<file path="src/rtl/alu_mc.sv">
// alu_mc: multi-cycle ALU with valid/ready handshake on both sides.
// Single-cycle ops finish in one cycle. Shifts and multiply run iteratively
// in BUSY, one bit per cycle. All outputs are registered.
module alu_mc #(
  parameter int unsigned DWIDTH = 8,
  parameter int unsigned SWIDTH = 3
) (
  input  logic              clk,
  input  logic              rst,
  input  logic              in_valid,
  output logic              in_ready,
  input  logic [SWIDTH-1:0] sel,
  input  logic [DWIDTH-1:0] src1,
  input  logic [DWIDTH-1:0] src2,
  output logic              out_valid,
  input  logic              out_ready,
  output logic [DWIDTH-1:0] res,
  output logic              res_is_0,
  output logic              illegal
);

  localparam int unsigned SHW = $clog2(DWIDTH);
  // The counter must be able to hold DWIDTH, the multiply iteration count
  localparam int unsigned CW  = $clog2(DWIDTH + 1);

  localparam logic [2:0] OP_AND = 3'd0;
  localparam logic [2:0] OP_OR  = 3'd1;
  localparam logic [2:0] OP_ADD = 3'd2;
  localparam logic [2:0] OP_SLL = 3'd3;
  localparam logic [2:0] OP_SRL = 3'd4;
  localparam logic [2:0] OP_MUL = 3'd5;
  localparam logic [2:0] OP_SUB = 3'd6;
  localparam logic [2:0] OP_SLT = 3'd7;

  typedef enum logic [1:0] {IDLE, BUSY, DONE} state_t;

  state_t            state_q, state_d;
  logic [CW-1:0]     cnt_q, cnt_d;
  logic [2:0]        op_q, op_d;
  logic [DWIDTH-1:0] a_q, a_d;     // shift operand / shifted multiplicand
  logic [DWIDTH-1:0] b_q, b_d;     // remaining multiplier bits
  logic [DWIDTH-1:0] acc_q, acc_d; // multiply partial sum
  logic [DWIDTH-1:0] res_d;
  logic              zero_d;
  logic              illegal_d;

  logic [SHW-1:0]    amt;
  logic              sel_illegal;
  logic              start_iter;
  logic [DWIDTH-1:0] fast_res;
  logic [DWIDTH-1:0] step;

  // Decode the incoming request and compute the single-cycle result
  always_comb begin
    amt         = src2[SHW-1:0];
    sel_illegal = ((sel >> 3) != '0);
    start_iter  = (sel[2:0] == OP_MUL) ||
                  (((sel[2:0] == OP_SLL) || (sel[2:0] == OP_SRL)) && (amt != '0));
    fast_res    = src1;  // shifts by zero pass src1 through
    case (sel[2:0])
      OP_AND:  fast_res = src1 & src2;
      OP_OR:   fast_res = src1 | src2;
      OP_ADD:  fast_res = src1 + src2;
      OP_SUB:  fast_res = src1 + ~src2 + DWIDTH'(1);
      OP_SLT:  fast_res = DWIDTH'(src1 < src2);
      default: fast_res = src1;
    endcase
  end

  // Next-state and datapath update
  always_comb begin
    state_d   = state_q;
    cnt_d     = cnt_q;
    op_d      = op_q;
    a_d       = a_q;
    b_d       = b_q;
    acc_d     = acc_q;
    res_d     = res;
    zero_d    = res_is_0;
    illegal_d = illegal;
    step      = '0;

    case (state_q)
      IDLE: begin
        if (in_valid) begin
          op_d      = sel[2:0];
          illegal_d = 1'b0;
          if (sel_illegal) begin
            state_d   = DONE;
            res_d     = '0;
            zero_d    = 1'b1;
            illegal_d = 1'b1;
          end else if (start_iter) begin
            state_d = BUSY;
            a_d     = src1;
            b_d     = src2;
            acc_d   = '0;
            cnt_d   = (sel[2:0] == OP_MUL) ? CW'(DWIDTH) : CW'(amt);
          end else begin
            state_d = DONE;
            res_d   = fast_res;
            zero_d  = (fast_res == '0);
          end
        end
      end

      BUSY: begin
        cnt_d = cnt_q - CW'(1);
        case (op_q)
          OP_SLL: begin
            step = a_q << 1;
            a_d  = step;
          end
          OP_SRL: begin
            step = a_q >> 1;
            a_d  = step;
          end
          default: begin
            step  = acc_q + (b_q[0] ? a_q : '0);
            acc_d = step;
            a_d   = a_q << 1;
            b_d   = b_q >> 1;
          end
        endcase
        if (cnt_q == CW'(1)) begin
          state_d = DONE;
          res_d   = step;
          zero_d  = (step == '0);
        end
      end

      DONE: begin
        if (out_ready) state_d = IDLE;
      end

      default: state_d = IDLE;
    endcase
  end

  // State and output registers; synchronous reset aborts any operation
  always_ff @(posedge clk) begin
    if (rst) begin
      state_q   <= IDLE;
      cnt_q     <= '0;
      op_q      <= '0;
      a_q       <= '0;
      b_q       <= '0;
      acc_q     <= '0;
      res       <= '0;
      res_is_0  <= 1'b0;
      illegal   <= 1'b0;
      in_ready  <= 1'b1;
      out_valid <= 1'b0;
    end else begin
      state_q   <= state_d;
      cnt_q     <= cnt_d;
      op_q      <= op_d;
      a_q       <= a_d;
      b_q       <= b_d;
      acc_q     <= acc_d;
      res       <= res_d;
      res_is_0  <= zero_d;
      illegal   <= illegal_d;
      in_ready  <= (state_d == IDLE);
      out_valid <= (state_d == DONE);
    end
  end

endmodule

</file>
<file path="config.mk">
export PLATFORM = sky130hd
export DESIGN_NAME = alu_mc
export DESIGN_NICKNAME = d
export VERILOG_FILES = /design/src/rtl/alu_mc.sv
export SDC_FILE = /design/constraint.sdc
export NUM_CORES = 1
export LEC_CHECK = 0
export CORE_MARGIN = 2
export CORE_UTILIZATION = 25
export DETAILED_ROUTE_END_ITERATION = 6
export PLACE_DENSITY = 0.39
export SLEW_MARGIN = 20
export SYNTH_ARGS = -nofsm -noshare
export SYNTH_HDL_FRONTEND = slang
export SYNTH_SLANG_ARGS = --single-unit
</file>
<file path="constraint.sdc">
create_clock -name clk -period 4.6 [get_ports clk]
set_input_delay 0.46 -clock clk [delete_from_list [all_inputs] [get_ports clk]]
set_output_delay 0.46 -clock clk [all_outputs]
set_load 0.02 [all_outputs]
</file>
==> results_dict.tcl <==
set metrics [dict create \
    maxSlewHeadroom_pct 42.42 \
    status "finished, final reports clean" \
    areaGrowthSynthToFinish_pct 16.55 \
    yosysSeqAreaShare_pct 22.75 \
    dieArea_mm2 0.01650 \
    grt_pass1_wl_mm 21.22 \
    ys_warn_count 0 \
    r2r-start "b_q[0]" \
    grt.overflow.total 0 \
    worst_pin_slew_ns 0.8610 \
    crit_chain "clkdlybuf4s50_1, ha_1, inv_1, fa_1, nor2b_1, o311ai_0, a2111oi_0, o21ai_0, nor3_1, nand4_1, o31ai_1, a31o_1" \
    maxCapViolCount 0 \
    gp_congestion 0.8102 \
    postCtsHoldBufs 0 \
    hold_path_class "register to register" \
    via_count 3790 \
    end_kind "register" \
    fillers 1657 \
    required_ns 4.80 \
    grt_usage_pct 16.48 \
    crit_fanout 6 \
    hold_viol_final 0 \
    yosysUniqueCellTypes 70 \
    cp.arrival_ns 3.43 \
    cts_htree_levels 2 \
    path_clk_slew_ns 0.08 \
    hpwlAfterDp_mm 10.19 \
    cp-start-kind "input port" \
    ioPinCount 35 \
    syn_area_mm2 0.003871 \
    pwr_density_cell_mw_per_mm2 267.6 \
    antenna_found_initial 0 \
    placementRows 45 \
    postCtsSetupBuffers 0 \
    avgRoutedWirePerCell_um 18.58 \
    fin_skew_ns 0.01240 \
    r2r_cells 11 \
    final_cell_mix "nand2_1, nor2_1, dfxtp_1" \
    peakVddDrop_mv 0.2006 \
    drt-initial-drc-count 249 \
    crit_slowest_cell "clkdlybuf4s50_1" \
    period_minus_slack_ns 3.230 \
    start_util_pct 25.56 \
    whs_endpoint "b_q[1]" \
    final_common_cell "nand2_1" \
    ys_seq_elements 44 \
    syn_avg_cell_area_um2 7.696 \
    final_layout_size_suffix_gt1_share_pct 6.667 \
    die_h_um 128.4 \
    tritoncts "built" \
    wirelength_mm 13.25 \
    ant_nets 0 \
    syn_nets 566 \
    antennaDiodeCount 0 \
    drc 0 \
    cts_buffer_depth 2 \
    rr_endpoint "res[4]" \
    ctsResizeCount 0 \
    vias_per_cell 5.316 \
    first_pass_iters 5 \
    p_leak_nw 1.741 \
    clock.fmax_mhz 309.6 \
    grt_max_degree 30 \
    setup_viol 0 \
    root_buffer "clkbuf_16" \
    finalSetupTns_ns 0 \
    first_global_vias 3734 \
    hold_start "b_q[1]" \
    r2r_slack_ns 1.61 \
    clock-sinks 44 \
    cts_buffers 5 \
    rsz0062_at_grt "false" \
    hold_path_depth 2 \
    finalCritPeriodShare_pct 70.21 \
    portBuffers 33 \
    coreArea_mm2 0.01515 \
    final_net_count 587 \
    slowest_delay_ns 0.63 \
    yosys_most_used_dff "dfxtp_1" \
    synth_edf_count 0 \
    crit_type "input port to register" \
    async_flop_share_pct 0 \
    insertion_delay_ns 0.30 \
    syn_inst 503 \
    die_w_um 128.4 \
    maxSlewViolCount 0 \
    whs_ns 0.4594 \
]
[cell families after synthesis]
| family | synth area share (%) |
|---|---|
| AOI/OAI and AO/OA | 27.96 |
| xor gates and xnor gates | 2.036 |
| adders and majority gates | 13.51 |
| buffers and inverters | 6.367 |
| DFF | 22.75 |
| muxes | 1.551 |
| other | 0.09687 |
| and+or+nand+nor | 25.73 |
[power by group]
group          switching [mW]  internal (mW)  total [mW]
sequential             0.0354          0.413       0.449
combinational           0.227          0.148       0.375
clock                   0.178          0.206       0.383
[stage by stage]
step	power [mW]	util (%)	instances	setup WS (ns)	area, µm²
final	1.207	29.79	713	1.370	4512
after global routing	1.274	29.79	713	1.020	4512
after CTS	1.219	29.79	713	1.362	4512
after detailed placement	0.8329	28.80	705	1.042	4362
after global placement	0.8331	28.80	705	1.112	4362
after floorplan	0.6946	-	503	2.007	3871
[synthesized netlist by cell type (6+ instances only)]
cell type	n	share of area, %
nand2b_1	7	1.1
a21oi_1	27	3.5
nor3_1	14	1.8
clkbuf_1	15	1.5
a311oi_1	11	2.5
dfxtp_1	44	23
inv_1	26	2.5
nor2b_1	11	1.8
nand3_1	13	1.7
ha_1	37	12
a22oi_1	6	1.2
and2_1	11	1.8
buf_2	8	1.0
mux2i_1	6	1.6
o21ai_0	24	3.1
nor2_1	52	5.0
nand2_1	53	5.1
a211oi_1	24	4.7
[final cells by class]
class | instances | area [µm²] | share of cell area (%)
clock inverters | 3 | 25.02 | 0.5546
clock buffers | 5 | 125.1 | 2.773
multi-input cells | 404 | 2746 | 60.87
flip-flops and latches | 44 | 880.8 | 19.52
well taps | 188 | 235.2 | 5.214
repair buffers | 42 | 397.9 | 8.819
inverters | 27 | 101.3 | 2.246
[worst max-delay path: cells and delay by family]
kind / cells / cell delay (ns)
AO/OA/AOI/OAI: 5 / 1.25
buffers and inverters: 2 / 0.70
adder cells (fa/ha/maj): 2 / 0.66
AND/OR/NAND/NOR: 3 / 0.35
[sequential cells by signal, indices dropped and copies added, names as in the netlist]
name,count
b_q,8
state_q,2
op_q,3
cnt_q,4
a_q,8
out_valid,1
res_is_0,1
in_ready,1
acc_q,8
res,8
[routing by layer]
metal / vias to the layer above / GRT usage [%] / wire length, µm
met4: 0 / 3.491 / 172
met2: 68 / 27.22 / 6123
met1: 1832 / 22.87 / 6596
li1: 1875 / - / -
met5: - / 0 / 0
met3: 15 / 2.370 / 356
[worst max-delay path by stage]
stage / startpoint / to / slack [ns]
finish: src2[0] / res_is_0 / 1.37
detailed placement: src1[0] / res_is_0 / 1.04
floorplan: b_q[0] / res[6] / 2.01
global route: src1[0] / res_is_0 / 1.02
global placement: src2[0] / res_is_0 / 1.11
CTS: src2[0] / res_is_0 / 1.36
(Power assumes the default switching activity.)
